--- src/rtl/mmio_pkg.sv ---
// mmio_bridge shared types: region decode, I/O offsets, read-return select.
package mmio_pkg;

  typedef enum logic [1:0] {
    RGN_RAM,
    RGN_UNMAPPED,
    RGN_IO
  } rgn_e;

  localparam logic [2:0] IO_UART = 3'd0;
  localparam logic [2:0] IO_CLK  = 3'd4;

  typedef enum logic [1:0] {
    SEL_ZERO,
    SEL_RAM,
    SEL_IO
  } sel_e;

  function automatic rgn_e rgn_of(input logic [1:0] hi);
    rgn_e r;
    r = RGN_IO;
    unique case (1'b1)
      !hi[1]:       r = RGN_RAM;
      hi == 2'b10:  r = RGN_UNMAPPED;
      default:      r = RGN_IO;
    endcase
    return r;
  endfunction

endpackage

--- src/rtl/mmio_bridge_if.sv ---
// CPU bus, RAM port and UART side-band bundle for mmio_bridge.
interface mmio_bridge_if #(
  parameter int RAM_AW = 17
);
  logic [31:0]       cpu_a;
  logic [7:0]        cpu_dout;
  logic              cpu_wr;
  logic [7:0]        cpu_din;
  logic              io_buffer_full;
  logic [RAM_AW-1:0] ram_a;
  logic              ram_we;
  logic [7:0]        ram_wdata;
  logic [7:0]        ram_rdata;
  logic              rx_valid;
  logic [7:0]        rx_data;
  logic              rx_pop;
  logic              tx_full;
  logic              tx_push;
  logic [7:0]        tx_data;
  logic              program_done;
  logic              tx_overflow;

  modport slave (
    input  cpu_a, cpu_dout, cpu_wr,
    input  ram_rdata, rx_valid, rx_data, tx_full,
    output cpu_din, io_buffer_full,
    output ram_a, ram_we, ram_wdata,
    output rx_pop, tx_push, tx_data,
    output program_done, tx_overflow
  );

  modport master (
    output cpu_a, cpu_dout, cpu_wr,
    output ram_rdata, rx_valid, rx_data, tx_full,
    input  cpu_din, io_buffer_full,
    input  ram_a, ram_we, ram_wdata,
    input  rx_pop, tx_push, tx_data,
    input  program_done, tx_overflow
  );
endinterface

--- src/rtl/mmio_tx_fifo.sv ---
// Circular byte FIFO for UART output; almost-full leaves one slot of slack.
module mmio_tx_fifo #(
  parameter int DEPTH = 4
) (
  input  logic       clk,
  input  logic       rst,
  input  logic       push,
  input  logic       pop,
  input  logic [7:0] din,
  output logic [7:0] dout,
  output logic       full,
  output logic       empty,
  output logic       afull
);
  localparam int AW = $clog2(DEPTH);
  localparam logic [AW-1:0] P1 = AW'(1);
  localparam logic [AW:0] C1 = (AW+1)'(1);
  localparam logic [AW:0] C_FULL = (AW+1)'(DEPTH);
  localparam logic [AW:0] C_AF = (AW+1)'(DEPTH - 1);

  logic [7:0]    mem [DEPTH];
  logic [AW-1:0] head;
  logic [AW-1:0] tail;
  logic [AW:0]   count;

  always_ff @(posedge clk) begin
    if (push) mem[tail] <= din;
  end

  always_ff @(posedge clk) begin
    if (rst) begin
      head  <= '0;
      tail  <= '0;
      count <= '0;
    end else begin
      if (push) tail <= tail + P1;
      if (pop) head <= head + P1;
      case ({push, pop})
        2'b10:   count <= count + C1;
        2'b01:   count <= count - C1;
        default: count <= count;
      endcase
    end
  end

  assign dout  = mem[head];
  assign empty = (count == '0);
  assign full  = (count == C_FULL);
  assign afull = (count >= C_AF);

endmodule

--- src/rtl/mmio_bridge.sv ---
// CPU MMIO decode to RAM, UART and cycle counter/halt register.
// Define MMIO_CLK_SNAPSHOT_EN for coherent 32-bit counter reads.
module mmio_bridge
  import mmio_pkg::*;
#(
  parameter int TX_DEPTH = 4,
  parameter int RAM_AW   = 17
) (
  input logic          clk_in,
  input logic          rst_in,
  input logic          rdy_in,
  mmio_bridge_if.slave bus
);
  rgn_e       rgn;
  logic [2:0] off;
  logic       is_ram, is_io;
  logic       uart_rd, clk_rd, halt_wr;
  logic       wr_tx, drain, accept, drop;
  logic       full, empty, afull;
  logic [7:0] head;
  logic [7:0] clk_byte;
  logic [7:0] io_next;
  logic [7:0] io_q;
  sel_e       sel_next, sel_q;
  logic [31:0] cyc;
  logic       done_q, ovf_q;
  logic       unused_a;

  assign rgn    = rgn_of(bus.cpu_a[17:16]);
  assign off    = bus.cpu_a[2:0];
  assign is_ram = (rgn == RGN_RAM);
  assign is_io  = (rgn == RGN_IO);

  assign uart_rd = is_io && off == IO_UART && !bus.cpu_wr;
  assign clk_rd  = is_io && off[2] && !bus.cpu_wr;
  assign halt_wr = is_io && off == IO_CLK && bus.cpu_wr;

  assign bus.ram_a     = bus.cpu_a[RAM_AW-1:0];
  assign bus.ram_wdata = bus.cpu_dout;
  assign bus.ram_we    = bus.cpu_wr && is_ram && rdy_in;
  assign bus.rx_pop    = rdy_in && uart_rd && bus.rx_valid;

  // Zero bytes are never queued; a full FIFO still accepts if it drains now.
  assign wr_tx = rdy_in && is_io && off == IO_UART
              && bus.cpu_wr && bus.cpu_dout != 8'h00;
  assign drain  = rdy_in && !empty && !bus.tx_full;
  assign accept = wr_tx && (!full || drain);
  assign drop   = wr_tx && full && !drain;

  mmio_tx_fifo #(.DEPTH(TX_DEPTH)) u_fifo (
    .clk  (clk_in),
    .rst  (rst_in),
    .push (accept),
    .pop  (drain),
    .din  (bus.cpu_dout),
    .dout (head),
    .full (full),
    .empty(empty),
    .afull(afull)
  );

  assign bus.tx_push        = drain;
  assign bus.tx_data        = head;
  assign bus.io_buffer_full = afull;

`ifdef MMIO_CLK_SNAPSHOT_EN
  logic [31:0] snap;
  logic [7:0]  unused_snap;
  assign unused_snap = snap[7:0];
  assign clk_byte = (off[1:0] == 2'd0) ? cyc[7:0]
                  : snap[{off[1:0], 3'b000} +: 8];
`else
  assign clk_byte = cyc[{off[1:0], 3'b000} +: 8];
`endif

  always_comb begin
    io_next = 8'h00;
    unique case (1'b1)
      uart_rd: io_next = bus.rx_valid ? bus.rx_data : 8'h00;
      clk_rd:  io_next = clk_byte;
      default: io_next = 8'h00;
    endcase
  end

  assign sel_next = bus.cpu_wr ? SEL_ZERO
                  : is_ram     ? SEL_RAM
                  : is_io      ? SEL_IO
                  :              SEL_ZERO;

  always_ff @(posedge clk_in) begin
    if (rst_in) begin
      cyc    <= '0;
      sel_q  <= SEL_ZERO;
      io_q   <= '0;
      done_q <= 1'b0;
      ovf_q  <= 1'b0;
`ifdef MMIO_CLK_SNAPSHOT_EN
      snap   <= '0;
`endif
    end else if (rdy_in) begin
      cyc   <= cyc + 32'd1;
      sel_q <= sel_next;
      io_q  <= io_next;
      if (halt_wr) done_q <= 1'b1;
      if (drop) ovf_q <= 1'b1;
`ifdef MMIO_CLK_SNAPSHOT_EN
      if (clk_rd && off[1:0] == 2'd0) snap <= cyc;
`endif
    end
  end

  assign bus.cpu_din      = (sel_q == SEL_RAM) ? bus.ram_rdata : io_q;
  assign bus.program_done = done_q;
  assign bus.tx_overflow  = ovf_q;
  assign unused_a         = ^bus.cpu_a[31:18];

endmodule

--- src/flat_wrapper.sv ---
// flat-port wrapper written by rule: the top's interface ports become plain ports
module mmio_bridge_flat import mmio_pkg::*;
#(
  parameter int TX_DEPTH = 4,
  parameter int RAM_AW   = 17
)
  (clk_in, rst_in, rdy_in, bus_cpu_a, bus_cpu_dout, bus_cpu_wr, bus_ram_rdata, bus_rx_valid, bus_rx_data, bus_tx_full, bus_cpu_din, bus_io_buffer_full, bus_ram_a, bus_ram_we, bus_ram_wdata, bus_rx_pop, bus_tx_push, bus_tx_data, bus_program_done, bus_tx_overflow);
  mmio_bridge_if #(.RAM_AW(RAM_AW)) bus_i ();
  input logic clk_in;
  input logic rst_in;
  input logic rdy_in;
  input wire logic [$bits(bus_i.cpu_a)-1:0] bus_cpu_a;
  input wire logic [$bits(bus_i.cpu_dout)-1:0] bus_cpu_dout;
  input wire logic [$bits(bus_i.cpu_wr)-1:0] bus_cpu_wr;
  input wire logic [$bits(bus_i.ram_rdata)-1:0] bus_ram_rdata;
  input wire logic [$bits(bus_i.rx_valid)-1:0] bus_rx_valid;
  input wire logic [$bits(bus_i.rx_data)-1:0] bus_rx_data;
  input wire logic [$bits(bus_i.tx_full)-1:0] bus_tx_full;
  output wire logic [$bits(bus_i.cpu_din)-1:0] bus_cpu_din;
  output wire logic [$bits(bus_i.io_buffer_full)-1:0] bus_io_buffer_full;
  output wire logic [$bits(bus_i.ram_a)-1:0] bus_ram_a;
  output wire logic [$bits(bus_i.ram_we)-1:0] bus_ram_we;
  output wire logic [$bits(bus_i.ram_wdata)-1:0] bus_ram_wdata;
  output wire logic [$bits(bus_i.rx_pop)-1:0] bus_rx_pop;
  output wire logic [$bits(bus_i.tx_push)-1:0] bus_tx_push;
  output wire logic [$bits(bus_i.tx_data)-1:0] bus_tx_data;
  output wire logic [$bits(bus_i.program_done)-1:0] bus_program_done;
  output wire logic [$bits(bus_i.tx_overflow)-1:0] bus_tx_overflow;
  assign bus_i.cpu_a = bus_cpu_a;
  assign bus_i.cpu_dout = bus_cpu_dout;
  assign bus_i.cpu_wr = bus_cpu_wr;
  assign bus_i.ram_rdata = bus_ram_rdata;
  assign bus_i.rx_valid = bus_rx_valid;
  assign bus_i.rx_data = bus_rx_data;
  assign bus_i.tx_full = bus_tx_full;
  assign bus_cpu_din = bus_i.cpu_din;
  assign bus_io_buffer_full = bus_i.io_buffer_full;
  assign bus_ram_a = bus_i.ram_a;
  assign bus_ram_we = bus_i.ram_we;
  assign bus_ram_wdata = bus_i.ram_wdata;
  assign bus_rx_pop = bus_i.rx_pop;
  assign bus_tx_push = bus_i.tx_push;
  assign bus_tx_data = bus_i.tx_data;
  assign bus_program_done = bus_i.program_done;
  assign bus_tx_overflow = bus_i.tx_overflow;
  mmio_bridge #(.TX_DEPTH(TX_DEPTH), .RAM_AW(RAM_AW)) u_core (.clk_in(clk_in), .rst_in(rst_in), .rdy_in(rdy_in), .bus(bus_i));
endmodule
--- config.mk ---
export PLATFORM = sky130hd
export DESIGN_NAME = mmio_bridge_flat
export DESIGN_NICKNAME = d
export VERILOG_FILES = /design/src/rtl/mmio_pkg.sv /design/src/rtl/mmio_bridge_if.sv /design/src/rtl/mmio_tx_fifo.sv /design/src/rtl/mmio_bridge.sv /design/src/flat_wrapper.sv
export SDC_FILE = /design/constraint.sdc
export NUM_CORES = 1
export LEC_CHECK = 0
export BUFFER_PORTS_ARGS = -buffer_cell sky130_fd_sc_hd__buf_4
export CORE_ASPECT_RATIO = 0.8
export CORE_MARGIN = 3
export CORE_UTILIZATION = 53
export DETAILED_ROUTE_END_ITERATION = 12
export GPL_ROUTABILITY_DRIVEN = 0
export MAX_ROUTING_LAYER = met4
export PLACE_DENSITY = 0.88
export SETUP_SLACK_MARGIN = 0.4
export SKIP_LAST_GASP = 1
export SLEW_MARGIN = 20
export SYNTH_ARGS = -nofsm -noshare
export SYNTH_HDL_FRONTEND = slang
export SYNTH_SLANG_ARGS = --single-unit
--- constraint.sdc ---
create_clock -name clk_in -period 2.4 [get_ports clk_in]
set_input_delay 0.12 -clock clk_in [delete_from_list [all_inputs] [get_ports clk_in]]
set_output_delay 0.12 -clock clk_in [all_outputs]
set_load 0.02 [all_outputs]
==> qor.csv, run 1 <==
metric,value,unit
required,2.70,ns
synth_largest_area_cell,dfxtp_1,
ys_warn_count,0,
antenna_found_initial,0,
yosysMostFrequentCell,dfxtp_1,
finalSetupViolCount,0,
irDropWorstVdd,0.0002478,V
synth_common_cells,"dfxtp_1, nor2_1, edfxtp_1",
fmax,0.5310,GHz
wl,10.15,mm
tightest_slew,0.6229,ns
grt_pass1_vias,3230,
hp-class,in -> reg,
vias,3310,
overflow,0,
tritoncts,built,
p_per_area,535.5,mW/mm²
grtUsageTotal,23.75,%
drt_iter0_markers,354,
port_buffers,68,
timing.final.max_slew_violations,0,
crit_chain,and4_1 > nand2_2 > or4_1 > a21oi_1,
cp_num_buf_inv,0,
yosysUniqueCellTypes,47,
diodes,0,
ys.flop_type,dfxtp_1,
clock_sinks,85,
crit_family,simple AND/OR/NAND/NOR gates,
h-tree-depth,3,
core_area,0.007602,mm²
place_hpwl,6.714,mm
yosysTopAreaCellShare,24.98,%
viasPerCell,6.130,
synth.net_count,455,
multiInputGateArea,0.001917,mm²
worst_skew_pair.late_latency,0.37,ns
clkSlewWorstSetupHoldPaths,0.09,ns
arrival,2.18,ns
syn_inst,387,
synthArstFlopShare,0,%
cts_root_buf,clkbuf_8,
synth_edf_count,32,
leakagePower,1.841,nW
area_growth_syn_to_layout,15.76,%
drt-wirelength-per-cell,18.79,µm
start_util,55.88,%
drive_gt1_share,28.51,%
postCtsSetupBuffers,0,
period_minus_slack,1.883,ns
fin_worst_skew,0.01468,ns
antenna_left,0,
final_nets,498,
drc,0,
regArea,0.002023,mm²
cts_buffers,9,
dp_cells,513,
tns,0,ns
rsz0062_at_grt,no,
grt_max_degree,66,
critPathKind,reg -> reg,
fill_cells,549,
slowest_stage,or4_1,
max_slew_margin,58.48,%
finalNonFillerCells,540,
ioPinCount,109,
die-height,86.08,µm
die-area,0.009132,mm²
start_kind,register,
cts_buffer_depth,2,
path_max_fanout,16,
drtPass1Iterations,5,
synth_area,0.004248,mm²
drv_cap,0,
max_stage_delay,0.57,ns
synth-seq-cells,85,
netlist_top_cells_area,"dfxtp_1, edfxtp_1, mux4_2, buf_4, nor2_1",
ys_seq_area_share,47.60,%
die_w,106.1,µm
syn_area_per_cell,10.98,µm²
fin_crit_sh,78.47,%
rows,28,
grt_pass1_wl,16.24,mm
status,"finished, final reports clean",
hold_viol_final,0,
cp-end-kind,register,
[registers in the layout (all words and copies together), names as in the netlist, named ones only]
name and count:
u_core.cyc 32, u_core.io_q 8, u_core.bus.program_done 1, u_core.u_fifo.count 3
u_core.u_fifo.tail 2, u_core.sel_q 2, u_core.u_fifo.head 2, u_core.u_fifo.mem 32
u_core.bus.tx_overflow 1
[cells by family (layout without fill, tap and decap cells)]
family | Yosys count | in the layout | share of synthesized area (%)
AOI/OAI and AO/OA | 45 | 45 | 7.099
xor gates and xnor gates | 12 | 12 | 2.474
adders and majority gates | 6 | 6 | 1.944
buffers and inverters | 57 | 105 | 7.894
DFF | 85 | 85 | 47.60
muxes | 38 | 38 | 14.26
and+or+nand+nor | 144 | 144 | 18.73
[power breakdown]
| group | internal (mW) | leakage (nW) | switching [mW] | total [mW] |
|---|---|---|---|---|
| sequential | 1.50 | 0.715 | 0.00682 | 1.51 |
| clock | 0.385 | 0.0860 | 0.542 | 0.927 |
| combinational | 0.0956 | 1.04 | 0.105 | 0.201 |
| total | 1.98 | 1.84 | 0.654 | 2.63 |
[path summary, 6_finish.rpt]
path              cells after the start                endpoint  slack (ns)                    from
setup / recovery                      4          u_core.cyc[19]        0.52           u_core.cyc[6]
hold / removal                        3          u_core.io_q[4]        0.01          bus_rx_data[4]
setup reg to reg                      4          u_core.cyc[19]        0.52           u_core.cyc[6]
hold reg to reg                       2  u_core.bus.tx_overflow        0.49  u_core.bus.tx_overflow
[layout by cell type (no fill, tap or decap), types with 3 or more instances in the layout]
| cell type | instances |
|---|---|
| a21oi_1 | 17 |
| a222oi_1 | 8 |
| and3_1 | 12 |
| and4_1 | 4 |
| buf_4 | 71 |
| clkbuf_8 | 9 |
| clkinv_4 | 3 |
| dfxtp_1 | 52 |
| dlygate4sd3_1 | 11 |
| edfxtp_1 | 32 |
| ha_1 | 5 |
| inv_1 | 6 |
| mux2_1 | 4 |
| mux2_2 | 13 |
| mux2i_1 | 4 |
| mux4_2 | 16 |
| nand2_1 | 13 |
| nand2b_1 | 4 |
| nand3_1 | 14 |
| nand4_1 | 9 |
| nor2_1 | 41 |
| nor2b_1 | 8 |
| nor3_1 | 6 |
| nor3b_1 | 3 |
| nor4_1 | 5 |
| o21ai_0 | 6 |
| o31ai_1 | 9 |
| or3_1 | 4 |
| or4_1 | 10 |
| xnor2_1 | 3 |
| xor2_1 | 9 |
[cell type report]
cell class,count,area share (%)
clock buffer,10,2.595
sequential,85,41.14
inverter,7,0.5344
multi-input combinational,245,38.98
clock inverter,6,0.9924
timing repair buffer,82,13.08
tap,105,2.672
[timing repair]
action	4_1_cts	5_1_grt
endpoints found under the setup margin	8	20
pin swaps	0	0
hold endpoints to repair	35	0
cloned	0	0
hold buffers	11	0
resized for setup	1	5
[layer usage]
layer / global-route usage (%) / vias to the layer above / share of wire, % / routed length (µm)
met1: 28.65 / 1600 / 40 / 4065
met2: 39.58 / 172 / 50 / 5076
met4: 7.882 / 0 / 1.8 / 185
li1: - / 1507 / - / -
met3: 5.719 / 31 / 8.1 / 818
met5: - / - / 0 / 0
[worst reg2reg max path: stages, from the launching register on]
cell     delay [ns]
dfxtp_1        0.49
and4_1         0.38
nand2_2        0.22
or4_1          0.57
a21oi_1        0.16
[through the flow]
stage | hold WS, ns | util, % | area [µm²] | setup slack, ns | power, mW
2_1_floorplan | 0.2189 | - | 4248 | 0.4963 | 1.673
3_3_place_gp | 0.2401 | 60.55 | 4603 | 0.3571 | 1.712
3_5_place_dp | 0.2401 | 60.55 | 4603 | 0.3010 | 1.721
4_1_cts | 0.01203 | 64.35 | 4892 | 0.4050 | 2.632
5_1_grt | 0.02662 | 64.68 | 4917 | 0.4186 | 2.709
6_report | 0.01419 | 64.68 | 4917 | 0.5167 | 2.633
(Power assumes the default switching activity.)
==> run 2, diff against run 1 <==
--- a/config.mk
+++ b/config.mk
@@ -8,11 +8,11 @@
 export BUFFER_PORTS_ARGS = -buffer_cell sky130_fd_sc_hd__buf_4
 export CORE_ASPECT_RATIO = 0.8
 export CORE_MARGIN = 3
-export CORE_UTILIZATION = 53
+export CORE_UTILIZATION = 48
 export DETAILED_ROUTE_END_ITERATION = 12
 export GPL_ROUTABILITY_DRIVEN = 0
 export MAX_ROUTING_LAYER = met4
-export PLACE_DENSITY = 0.88
+export PLACE_DENSITY = 0.84
 export SETUP_SLACK_MARGIN = 0.4
 export SKIP_LAST_GASP = 1
 export SLEW_MARGIN = 20
==> constraint.sdc (replaced) <==
create_clock -name clk_in -period 1.6 [get_ports clk_in]
set_input_delay 0.08 -clock clk_in [delete_from_list [all_inputs] [get_ports clk_in]]
set_output_delay 0.08 -clock clk_in [all_outputs]
set_load 0.02 [all_outputs]
==> qor.csv, run 2 (synthesized netlist as in run 1, its figures left out) <==
metric,value,unit,change
hp-class,in -> reg,,
rr_endpoint,u_core.io_q[7],,
clkSlewWorstSetupHoldPaths,0.10,ns,about the same
worst_skew_pair.late_latency,0.37,ns,about the same
arrival,2.00,ns,-0.18 ns
grt_max_degree,48,,-27%
cts_buffers,9,,unchanged
p_total,4.332,mW,+65%
crit_chain,buf_4 > buf_6 > mux4_2 > a222oi_1 > nor2_1,,
fmax,0.5691,GHz,+7.2%
fin_worst_skew,0.01142,ns,-0.003254 ns
place_hpwl,7.860,mm,+17%
hp-start,bus_cpu_dout[1],,
fin_crit_sh,109.8,%,+31 points
overflow,0,,unchanged
antenna_left,0,,unchanged
ioPinCount,109,,unchanged
regArea,0.002066,mm²,+2.1%
drtPass1Iterations,6,,+1
hold-path-endpoint,u_core.u_fifo.mem[1][1],,
largest_registers,"u_core.cyc (32), u_core.u_fifo.mem (32), u_core.io_q (8)",,
max_slew_margin,61.43,%,+3.0 points
drt-wirelength-per-cell,28.67,µm,+53%
finalSetupViolCount,32,,+32
slowest_stage,mux4_2,,
critPathKind,reg -> reg,,
fill_cells,407,,-26%
multiInputGateArea,0.002446,mm²,+28%
final_nets,585,,+17%
drive_gt1_share,60.54,%,+32 points
layout_common_cells,"buf_4, buf_6, nor2_1",,
rows,30,,+7.1%
rr_worst_depth,5,,+1
port_buffers,68,,unchanged
die-height,90.14,µm,+4.7%
status,"finished, violations left",,
leakagePower,2.535,nW,+38%
drv_cap,0,,unchanged
cts_root_buf,clkbuf_8,,
antenna_found_initial,0,,unchanged
worstSetupStartpoint,u_core.cyc[7],,
path_max_fanout,2,,-14
cp-end-kind,register,,
r2r_slack,-0.16,ns,-0.67 ns
tritoncts,built,,
h-tree-depth,3,,unchanged
start_kind,register,,
hold-path-cell-count,2,,-1
p_per_area,676.6,mW/mm²,+26%
fin_ws,-0.1572,ns,-0.6740 ns
wl,18.18,mm,+79%
area_growth_syn_to_layout,50.75,%,
tightest_slew,0.5785,ns,-0.04435 ns
viasPerCell,6.934,,+13%
layout.cells.most_common,buf_4,,
hold_viol_final,0,,unchanged
grtUsageTotal,30.60,%,+6.9 points
clock_sinks,85,,unchanged
drt_iter0_markers,682,,+93%
die-area,0.01002,mm²,+9.7%
final_core_util,74.82,%,+10 points
r2r-start,u_core.cyc[7],,
irDropWorstVdd,0.0006096,V,+150%
drc,0,,unchanged
rsz0062_at_grt,yes,,
max_stage_delay,0.50,ns,-0.07 ns
violations,setup timing,,
start_util,49.63,%,-6.2 points
grt_pass1_wl,23.27,mm,+43%
die_w,111.2,µm,+4.8%
required,1.84,ns,-0.86 ns
cts_buffer_depth,2,,unchanged
timing.final.max_slew_violations,0,,unchanged
period_minus_slack,1.757,ns,-0.1260 ns
vias,4396,,+33%
core_area,0.008558,mm²,+13%
diodes,0,,unchanged
grt_pass1_vias,4038,,+25%
run 2: worst max-delay path by stage:
stage	slack (ns)	cells past startpoint	endpoint
detailed placement	-0.23	7	u_core.u_fifo.count[1]
CTS	-0.03	7	u_core.u_fifo.count[2]
finish	-0.16	5	u_core.io_q[7]
global route	-0.17	6	u_core.cyc[30]
floorplan	-0.15	7	u_core.u_fifo.count[1]
global placement	-0.20	7	u_core.u_fifo.count[1]
run 2: cell type report:
| class | count | area share (%) |
|---|---|---|
| Clock inverter | 7 | 1.290 |
| Timing Repair Buffer | 167 | 23.68 |
| Inverter | 7 | 0.4494 |
| Clock buffer | 9 | 1.934 |
| Sequential cell | 85 | 32.26 |
| Tap cell | 112 | 2.188 |
| Multi-Input combinational cell | 247 | 38.20 |
run 2: layer usage:
| layer | part of all wire, % | wire (µm) | global-route usage (%) | vias up |
|---|---|---|---|---|
| met2 | 47 | 8510 | 49.45 | 482 |
| met1 | 34 | 6199 | 35.84 | 2086 |
| met4 | 7.9 | 1427 | 16.31 | 0 |
| met5 | 0 | 0 | - | - |
| met3 | 11 | 2041 | 6.729 | 148 |
| li1 | - | - | - | 1680 |
run 2: power by group:
| group | leakage, nW | internal (mW) | switching (mW) |
|---|---|---|---|
| logic | 1.71 | 0.187 | 0.216 |
| clock network | 0.0984 | 0.747 | 0.919 |
| registers | 0.731 | 2.25 | 0.0144 |
run 2: repair_timing:
item / in CTS / in global routing
gates resized for setup: 104 / 69
hold buffers: 4 / 0
setup endpoints to repair: 97 / 99
setup buffers: 13 / 19
pin swaps: 26 / 36
cloned: 1 / 1
endpoints found under the hold margin: 4 / 0
run 2: stage by stage:
step           instances  worst slack, ns  TNS [ns]  area [µm²]  hold WS (ns)
4_1_cts              614         -0.02945   -0.1152        5964     0.0007080
3_3_place_gp         580          -0.1974    -5.415        5220        0.1601
5_1_grt              634          -0.1687    -2.314        6404       0.02954
6_report             634          -0.1572    -1.337        6404       0.02287
3_5_place_dp         580          -0.2329    -6.877        5220        0.1601
2_1_floorplan        387          -0.1478   -0.2715        4456        0.1789
run 2: critical path: cells and delay by family, from the launching register on:
kind	cells	cell delay [ns]
AOI/OAI and AO/OA	1	0.43
buffers and inverters	2	0.24
DFF	1	0.35
muxes	1	0.50
and+or+nand+nor	1	0.11
